[src/rtl/stopwatch_pkg.sv]
// Shared types and helpers for the stopwatch controller.
package stopwatch_pkg;

  localparam int unsigned StateW = 3;
  localparam int unsigned DigitW = 4;

  typedef enum logic [StateW-1:0] {
    StIdle     = 3'd0,
    StCounting = 3'd1,
    StStop     = 3'd2,
    StLap      = 3'd3,
    StDone     = 3'd4
  } state_e;

  // Nibbles above 9 are clamped to 9 so every decade is always a legal BCD digit.
  function automatic logic [DigitW-1:0] clamp_bcd(input logic [DigitW-1:0] d);
    return (d > 4'd9) ? 4'd9 : d;
  endfunction

endpackage

[src/rtl/bcd_digit.sv]
// One BCD decade: loadable, up/down, with ripple carry/borrow and terminal flag.
module bcd_digit
  import stopwatch_pkg::*;
(
  input  logic              clk,
  input  logic              rst,
  input  logic              load_i,
  input  logic [DigitW-1:0] load_val_i,
  input  logic              en_i,
  input  logic              down_i,
  output logic [DigitW-1:0] q_o,
  output logic [DigitW-1:0] q_d_o,
  output logic              cout_o,
  output logic              term_o
);

  logic [DigitW-1:0] q_q, q_d;

  // Terminal is 9 when counting up, 0 when counting down.
  assign term_o = down_i ? (q_q == 4'd0) : (q_q == 4'd9);
  assign cout_o = en_i && term_o;
  assign q_o    = q_q;
  assign q_d_o  = q_d;

  always_comb begin
    q_d = q_q;
    if (load_i) begin
      q_d = clamp_bcd(load_val_i);
    end else if (en_i) begin
      if (down_i) begin
        q_d = term_o ? 4'd9 : q_q - 4'd1;
      end else begin
        q_d = term_o ? 4'd0 : q_q + 4'd1;
      end
    end
  end

  always_ff @(posedge clk) begin
    if (rst) begin
      q_q <= '0;
    end else begin
      q_q <= q_d;
    end
  end

endmodule

[src/rtl/stopwatch_ctrl.sv]
// Stopwatch controller: start/pause/lap/clear FSM over a DIGITS-wide BCD up/down counter.
module stopwatch_ctrl
  import stopwatch_pkg::*;
#(
  parameter int unsigned DIGITS = 4,
  parameter bit          WRAP   = 1'b1
) (
  input  logic                     clk,
  input  logic                     rst,
  input  logic                     pause_start,
  input  logic                     lap,
  input  logic                     clear,
  input  logic                     tick,
  input  logic                     mode_down,
  input  logic [DigitW*DIGITS-1:0] preset,
  output logic [StateW-1:0]        state,
  output logic [DigitW*DIGITS-1:0] count,
  output logic [DigitW*DIGITS-1:0] display,
  output logic                     done,
  output logic                     wrap
);

  localparam int unsigned W = DigitW * DIGITS;

  state_e         state_q;
  logic           mode_q;
  logic [W-1:0]   lap_q;
  logic           done_q, wrap_q;

  logic [W-1:0]   count_d;
  logic [W-1:0]   init_val;
  logic [DIGITS:0] en;
  logic [DIGITS-1:0] term;
  logic           running, tick_ok, up_term, down_hit, adv, load, start_ok;

  assign running  = (state_q == StCounting) || (state_q == StLap);
  assign tick_ok  = running && tick && !clear;
  assign up_term  = tick_ok && !mode_q && (&term);
  // The tick that takes the count from 1 to 0 ends a down run.
  assign down_hit = tick_ok && mode_q && (count == W'(1));
  assign adv      = tick_ok && !(up_term && !WRAP);
  assign load     = clear || (state_q == StIdle);
  assign init_val = mode_down ? preset : '0;
  assign start_ok = !(mode_down && (preset == '0));
  assign en[0]    = adv;

  for (genvar i = 0; i < DIGITS; i++) begin : g_digit
    bcd_digit u_digit (
      .clk        (clk),
      .rst        (rst),
      .load_i     (load),
      .load_val_i (init_val[DigitW*i +: DigitW]),
      .en_i       (en[i]),
      .down_i     (mode_q),
      .q_o        (count[DigitW*i +: DigitW]),
      .q_d_o      (count_d[DigitW*i +: DigitW]),
      .cout_o     (en[i+1]),
      .term_o     (term[i])
    );
  end

  always_ff @(posedge clk) begin
    if (rst) begin
      state_q <= StIdle;
      mode_q  <= 1'b0;
      lap_q   <= '0;
      done_q  <= 1'b0;
      wrap_q  <= 1'b0;
    end else begin
      done_q <= 1'b0;
      // A carry out of the top decade while counting up is the all-9s rollover.
      wrap_q <= en[DIGITS] && !mode_q;
      if (clear) begin
        state_q <= StIdle;
      end else begin
        case (state_q)
          StIdle: begin
            if (pause_start && start_ok) begin
              state_q <= StCounting;
              mode_q  <= mode_down;
            end
          end
          StCounting, StLap: begin
            if (down_hit || (up_term && !WRAP)) begin
              state_q <= StDone;
              done_q  <= 1'b1;
            end else if (pause_start) begin
              state_q <= StStop;
            end else if (lap) begin
              if (state_q == StCounting) begin
                state_q <= StLap;
                lap_q   <= count_d;
              end else begin
                state_q <= StCounting;
              end
            end
          end
          StStop: begin
            if (pause_start) begin
              state_q <= StCounting;
            end
          end
          default: ;
        endcase
      end
    end
  end

  assign state   = state_q;
  assign display = (state_q == StLap) ? lap_q : count;
  assign done    = done_q;
  assign wrap    = wrap_q;

endmodule

[config.mk]
export PLATFORM = sky130hd
export DESIGN_NAME = stopwatch_ctrl
export DESIGN_NICKNAME = d
export VERILOG_FILES = /design/src/rtl/stopwatch_pkg.sv /design/src/rtl/bcd_digit.sv /design/src/rtl/stopwatch_ctrl.sv
export SDC_FILE = /design/constraint.sdc
export NUM_CORES = 1
export LEC_CHECK = 0
export ABC_AREA = 1
export CAP_MARGIN = 20
export CORE_ASPECT_RATIO = 1.1
export CORE_MARGIN = 5
export CORE_UTILIZATION = 50
export CTS_CLUSTER_DIAMETER = 80
export DETAILED_ROUTE_END_ITERATION = 6
export GPL_TIMING_DRIVEN = 1
export PLACE_DENSITY = 0.84
export SLEW_MARGIN = 20
export SYNTH_ARGS = -nofsm -noshare
export SYNTH_HDL_FRONTEND = slang
export SYNTH_HIERARCHICAL = 1
export SYNTH_SLANG_ARGS = --single-unit
export TNS_END_PERCENT = 5
[constraint.sdc]
create_clock -name clk -period 5 [get_ports clk]
set_clock_uncertainty 0.05 [all_clocks]
set_input_delay 1 -clock clk [delete_from_list [all_inputs] [get_ports clk]]
set_output_delay 1 -clock clk [all_outputs]
set_load 0.01 [all_outputs]
==> results by group, run 1 <==
Critical path
  – Data arrival time of the critical path: about 4 ns
  – Worst endpoint required time: 5.13 ns
  – CP startpoint kind: input pin
  – Maximum fanout along the worst path: 5
  – Setup Crit Path Kind: input pin to flop
  – Register-to-register path setup slack: 1.74 ns
  – Kind of capture point of the worst setup path: flop

Finish
  – Fraction of final layout cells sized beyond drive strength 1: 13.9%
  – Fill cell total of the finished layout: roughly 630
  – Final antenna diode count: 0
  – Post-layout instance area: 4130 sq um
  – Area taken by multi-input logic gates: about 2200 sq um
  – Post-synthesis to final-layout area growth: 22.0%
  – Flip-flop and latch area: 761 sq um
  – Total number of nets in the final design: roughly 660

Run
  – Max capacitance violation total: 0

CTS
  – Count of clock tree sinks: 38
  – Number of buffers added for setup after CTS: 0
  – H-tree lvl count: 2
  – Number of gates given a new drive strength after cts: 0
  – Clock root buffer master: sky130_fd_sc_hd__clkbuf_8
  – Clock-pin slew on the worst setup and hold paths: 0.08 ns
  – CTS Hold Bufs: 0
  – Clock buffer depth: 2
  – TritonCTS Buffers: 5
  – CTS tree: built
  – Clock latency reported for the late side of the worst-skew pair: 0.29 ns

Run status
  – Run status: finished clean

Timing
  – Achievable clock frequency: 259 MHz
  – Count of final max-slew check failures: 0
  – Remaining max-slew budget at the tightest pin: a little over a third
  – Unrepaired setup endpoints after global routing: false
  – Clock period minus worst slack: 3.86 ns
  – Transition time of the tightest slew-check pin: 0.949 ns
  – Setup violation total in the final timing report: 0
  – Period Utilization, post-route: 77.3%
  – Hold Vio Cnt, Final: 0
  – Final-layout setup total negative slack: 0 ns

Power
  – Switching power summed over all nets: approximately 0.00028 W
  – Register share of total power: between 40% and 50%
  – Power density of the placed cells: 197 nW/um^2
  – Clock power frac: roughly 28%
  – Proportion of total power due to net switching: approximately a third
  – Worst voltage drop across the vdd grid: 0.127 mV
  – Logic gate share of total power: 30.6%
  – Internal Dissipation: 0.000532 W
  – Leakage: 1.99 nW

Global routing
  – Layer with the highest usage: met2
  – GRT Total Usage: between 20% and 30%
  – GR Layer Usage met1: 27.8%
  – Met2 routing resource usage after global routing: between 40% and 50%
  – Met3 routing resource usage after global routing: 2.57%
  – Global-route wire length before repair: ~16 mm
  – Number of antenna violations at the first check in global routing: 0
  – Maximum number of pins on one net before global-route repair: 33
  – Number of global-route vias before repair: 3,542
  – Total congestion overflow after global routing: 0

Die
  – Initial cell density of the core: roughly half
  – Die height: 96.3 microns
  – Number of I/O pins: 60
  – Floorplan row count: 31
  – Die Width: 88.4 microns
  – Area inside the core boundary: 6590 sq um
  – Die area: between 8000 and 9000 sq um

Place
  – Final RePlAce weighted congestion: 0.975
  – Placement Cell Area: 4040 sq um
  – Half-perimeter wire length after detailed placement: 6.88 mm
  – # port buffers: ~60

Drt
  – Number of design rule violations left after detail routing: 0
  – Final WL: approximately 9.3 mm
  – DR vias/cell: roughly 5.2
  – Vias after detailed routing: 3,631
  – Detail Route Antenna Nets: 0
  – Detailed Routing Iterations Pass 1: 4
  – Final routed wire length divided by cell count: 13.3 microns
  – Initial DRC count: 171

Yosys
  – Post-synthesis average cell area: 6.06 sq um
  – Post-Syn Area: 3380 sq um
  – Count of mapped cells out of synthesis: 558
  – Warning count from the yosys run: 6
  – Synthesized net count: 597

Hold path
  – Tightest Hold Check Type: flop to flop
-- worst max-delay path: stages --
cell and delay (ns):
sky130_fd_sc_hd__clkdlybuf4s50_1 0.49, sky130_fd_sc_hd__inv_1 0.13, sky130_fd_sc_hd__nand3_2 0.11, sky130_fd_sc_hd__inv_1 0.15, sky130_fd_sc_hd__inv_1 0.11, sky130_fd_sc_hd__nor2_1 0.31
sky130_fd_sc_hd__inv_1 0.17, sky130_fd_sc_hd__nor2_1 0.31, sky130_fd_sc_hd__inv_1 0.16, sky130_fd_sc_hd__nor2_1 0.37, sky130_fd_sc_hd__inv_1 0.19, sky130_fd_sc_hd__a21oi_1 0.16
sky130_fd_sc_hd__nand2_1 0.08, sky130_fd_sc_hd__nand2_2 0.07, sky130_fd_sc_hd__inv_1 0.04, sky130_fd_sc_hd__nor2_1 0.09, sky130_fd_sc_hd__nor2_1 0.06
-- power by group through the flow --
| stage | Combinational [W] | Clock, W | Sequential, W |
|---|---|---|---|
| floorplan | 0.000151 | 0 | 0.000345 |
| global placement | 0.000241 | 0 | 0.000345 |
| detailed placement | 0.000247 | 0 | 0.000346 |
| CTS | 0.000249 | 0.000229 | 0.000339 |
| global route | 0.000277 | 0.000240 | 0.000342 |
| finish | 0.000249 | 0.000225 | 0.000339 |
-- through the flow --
| stage | util (%) | total power [W] | cells | hold WS [ns] | setup slack (ns) |
|---|---|---|---|---|---|
| after floorplan | - | 0.000496 | 558 | 0.439 | 1.88 |
| after global placement | 61.2 | 0.000586 | 692 | 0.449 | 1.04 |
| after detailed placement | 61.2 | 0.000593 | 692 | 0.455 | 0.879 |
| after CTS | 62.6 | 0.000817 | 700 | 0.470 | 1.18 |
| after global routing | 62.6 | 0.000859 | 700 | 0.518 | 0.838 |
| final | 62.6 | 0.000813 | 700 | 0.466 | 1.14 |
-- path summary, 6_finish.rpt --
kind / startpoint / endpoint / cells past startpoint
max: clear / lap_q[15]$_SDFFE_PP0P_ / 17
min: lap_q[15]$_SDFFE_PP0P_ / lap_q[15]$_SDFFE_PP0P_ / 4
max reg2reg: g_digit[0].u_digit/q_o[0]$_SDFF_PP0_ / lap_q[15]$_SDFFE_PP0P_ / 17
min reg2reg: lap_q[15]$_SDFFE_PP0P_ / lap_q[15]$_SDFFE_PP0P_ / 4
-- sequential cells by signal (all words and copies together), names as in the netlist --
signal	cells
mode_q	1
done	1
state	3
wrap	1
lap_q	16
g_digit.u_digit/q_o	16
-- per-layer routing --
layer	part of all wire, %	up-vias
li1	-	1863
met1	42	1637
met2	50	115
met3	5.9	16
met4	1.6	0
met5	0	-
-- cells in the final DEF, fill, tap and decap left out, drive strengths merged --
cell,n
a21oi,40
or2,1
inv,96
dfxtp,38
ha,16
buf,2
a211oi,4
nand4,14
clkinv,1
nand3b,12
clkdlybuf4s50,59
nor2,84
nand3,47
clkbuf,7
o21ai,22
nand2,171
nor3,4
-- final cells by class --
type | instances | area share (%)
clock buffer | 7 | 2.09
clock inverter | 1 | 0.121
inverter | 96 | 8.73
multi-input combinational | 415 | 53.5
sequential | 38 | 18.4
tap | 82 | 2.48
timing repair buffer | 61 | 14.7
No activity file was read; power rests on OpenSTA's default activity.
==> inputs of run 2 (changes only) <==
==> constraint.sdc (replaced) <==
create_clock -name clk -period 3.95 [get_ports clk]
set_clock_uncertainty 0.05 [all_clocks]
set_input_delay 0.79 -clock clk [delete_from_list [all_inputs] [get_ports clk]]
set_output_delay 0.79 -clock clk [all_outputs]
set_load 0.01 [all_outputs]
==> run 2 against run 1 <==
Against the previous run: hold slack improved by 0.00077 ns; setup slack got worse by 0.58 ns; non-clock buffer count increased by 2; core utilization increased by 0.23 points; final area increased by 0.36%; first-iteration DRC count decreased by 4.7%; register-to-register slack got worse by 0.63 ns; largest power group unchanged.
==> results by group, run 2 (synthesis results as in run 1) <==
Critical path
  – Endpoint of the worst setup timing path: display[3]
  – Launch point of the critical path: state[0]$_SDFFE_PP0P_
  – Data arrival time of the critical path: 2.55 ns (-1.45 ns)
  – Kind of capture point of the worst setup path: primary output
  – Register-to-register path setup slack: 1.11 ns (-0.63 ns)
  – R2r endpoint: lap_q[13]$_SDFFE_PP0P_
  – Worst endpoint required time: 3.11 ns (-2.02 ns)
  – CP startpoint kind: flop
  – Maximum fanout along the worst path: 32 (+27)
  – R2r worst-path depth: 15 (-2)
  – Worst R2R Start: g_digit[0].u_digit/q_o[0]$_SDFF_PP0_
  – Setup Crit Path Kind: flop to primary output

Drt
  – Detailed Routing Iterations Pass 1: 5 (+1)
  – Number of design rule violations left after detail routing: 0 (unchanged)
  – DR vias/cell: 5.19 (about the same)
  – Final routed wire length divided by cell count: 13.1 microns (-1.7%)
  – Detail Route Antenna Nets: 0 (unchanged)
  – Initial DRC count: 163 (-4.7%)
  – Vias after detailed routing: 3,645 (+0.39%)
  – Final WL: 9.19 mm (-1.5%)

Finish
  – Total number of nets in the final design: 658 (+0.30%)
  – Final antenna diode count: 0 (unchanged)
  – Fill cell total of the finished layout: 621 (-0.96%)
  – Highest-count cells in the layout ignoring fill and taps: sky130_fd_sc_hd__nand2_1, sky130_fd_sc_hd__inv_1, sky130_fd_sc_hd__nor2_1
  – Post-layout instance area: 4140 sq um (+0.36%)
  – Final Core Density: 62.8% (+0.23 points)
  – Fraction of final layout cells sized beyond drive strength 1: 14.2% (+0.28 points)
  – Post-layout instance count excluding filler cells: 702 (+0.29%)
  – Post-synthesis to final-layout area growth: 22.5%
  – Most common cell after layout, fill and taps aside: sky130_fd_sc_hd__nand2_1

Power
  – Power density of the placed cells: 248 nW/um^2 (+26%)
  – Proportion of total power due to net switching: 34.5% (-0.095 points)
  – Switching power summed over all nets: 0.000355 W (+26%)
  – Logic gate share of total power: 30.7% (about the same)
  – Internal Dissipation: 0.000673 W (+27%)
  – Register share of total power: 41.7% (about the same)
  – Leakage: 2.00 nW (+0.55%)
  – Worst voltage drop across the vdd grid: 0.213 mV (+68%)
  – Clock power frac: 27.6% (about the same)

Die
  – Area inside the core boundary: 6590 sq um (unchanged)
  – Die Width: 88.4 microns (unchanged)
  – Initial cell density of the core: 51.3% (unchanged)
  – Die area: 8510 sq um (unchanged)
  – Floorplan row count: 31 (unchanged)
  – Die height: 96.3 microns (unchanged)
  – Number of I/O pins: 60 (unchanged)

Timing
  – Hold Vio Cnt, Final: 0 (unchanged)
  – Clock period minus worst slack: 3.39 ns
  – Transition time of the tightest slew-check pin: 0.960 ns (+0.0108 ns)
  – Period Utilization, post-route: 85.9%
  – Setup violation total in the final timing report: 0 (unchanged)
  – Count of final max-slew check failures: 0 (unchanged)
  – Remaining max-slew budget at the tightest pin: 35.9% (-0.72 points)
  – Final-layout setup total negative slack: 0 ns (unchanged)
  – Achievable clock frequency: 295 MHz
  – Unrepaired setup endpoints after global routing: false

Place
  – Half-perimeter wire length after detailed placement: 6.94 mm (+0.95%)
  – Final RePlAce weighted congestion: 0.944 (-3.2%)
  – # port buffers: 59 (unchanged)
  – Placement Cell Area: 4050 sq um (+0.37%)
  – # placed instances: 694 (+0.29%)

CTS
  – CTS tree: built
  – Number of buffers added for setup after CTS: 0 (unchanged)
  – Number of gates given a new drive strength after cts: 0 (unchanged)
  – Clock buffer depth: 2 (unchanged)
  – H-tree lvl count: 2 (unchanged)
  – Count of clock tree sinks: 38 (unchanged)
  – Clock-pin slew on the worst setup and hold paths: 0.08 ns (about the same)
  – Clock root buffer master: sky130_fd_sc_hd__clkbuf_8
  – TritonCTS Buffers: 5 (unchanged)
  – Clock latency reported for the late side of the worst-skew pair: 0.29 ns (about the same)
  – CTS Hold Bufs: 0 (unchanged)

Global routing
  – Total congestion overflow after global routing: 0 (unchanged)
  – Number of global-route vias before repair: 3,412 (-3.7%)
  – GRT Total Usage: 22.5% (+0.035 points)
  – Global-route wire length before repair: 15.4 mm (-1.1%)
  – Maximum number of pins on one net before global-route repair: 33 (unchanged)
  – Number of antenna violations at the first check in global routing: 0 (unchanged)

Hold path
  – Hold wc startpoint: lap_q[8]$_SDFFE_PP0P_
  – Tightest Hold Check Type: flop to flop

Run status
  – Run status: finished clean

Run
  – Max capacitance violation total: 0 (unchanged)
[run 2: worst min path at each step]
| stage | to | cells past startpoint |
|---|---|---|
| after floorplan | lap_q[0]$_SDFFE_PP0P_ | 4 |
| after global placement | lap_q[8]$_SDFFE_PP0P_ | 4 |
| after detailed placement | lap_q[5]$_SDFFE_PP0P_ | 4 |
| after CTS | lap_q[5]$_SDFFE_PP0P_ | 4 |
| after global routing | state[0]$_SDFFE_PP0P_ | 2 |
| final | lap_q[8]$_SDFFE_PP0P_ | 4 |
[run 2: cell type report]
type | instances | area [sq um] | area share [%]
clock buffer | 7 | 86.3 | 2.08
clock inverter | 1 | 5.00 | 0.121
inverter | 96 | 360 | 8.70
multi-input combinational | 415 | 2210 | 53.3
sequential | 38 | 761 | 18.4
tap | 82 | 103 | 2.48
timing repair buffer | 63 | 621 | 15.0
[run 2: through the flow]
| step | setup WS [ns] | total power (W) | hold slack, ns |
|---|---|---|---|
| floorplan | 1.04 | 0.000628 | 0.439 |
| global placement | 0.540 | 0.000742 | 0.449 |
| detailed placement | 0.430 | 0.000749 | 0.455 |
| CTS | 0.542 | 0.00103 | 0.468 |
| global route | 0.338 | 0.00109 | 0.516 |
| finish | 0.556 | 0.00103 | 0.467 |
[run 2: worst max-delay path, cell delays in order, from the launching register on]
cell and delay, ns:
sky130_fd_sc_hd__dfxtp_1 0.37, sky130_fd_sc_hd__inv_2 0.07, sky130_fd_sc_hd__nor2_4 0.12, sky130_fd_sc_hd__nand2_1 0.57, sky130_fd_sc_hd__o21ai_0 0.51, sky130_fd_sc_hd__clkdlybuf4s50_1 0.62
[run 2: layer usage]
| layer | track usage [%] | wire (microns) | vias to the layer above | share of wire [%] |
|---|---|---|---|---|
| met1 | 26.5 | 3880 | 1641 | 42 |
| met3 | 3.85 | 574 | 14 | 6.2 |
| met5 | 0 | 0 | - | 0 |
| met4 | 4.41 | 100 | 0 | 1.1 |
| met2 | 42.3 | 4640 | 114 | 50 |
| li1 | - | - | 1876 | - |
[run 2: power groups by stage]
stage	combinational [W]	clock, W	sequential, W
floorplan	0.000191	0	0.000437
global placement	0.000306	0	0.000437
detailed placement	0.000312	0	0.000437
CTS	0.000315	0.000289	0.000428
global route	0.000351	0.000305	0.000432
finish	0.000316	0.000284	0.000428
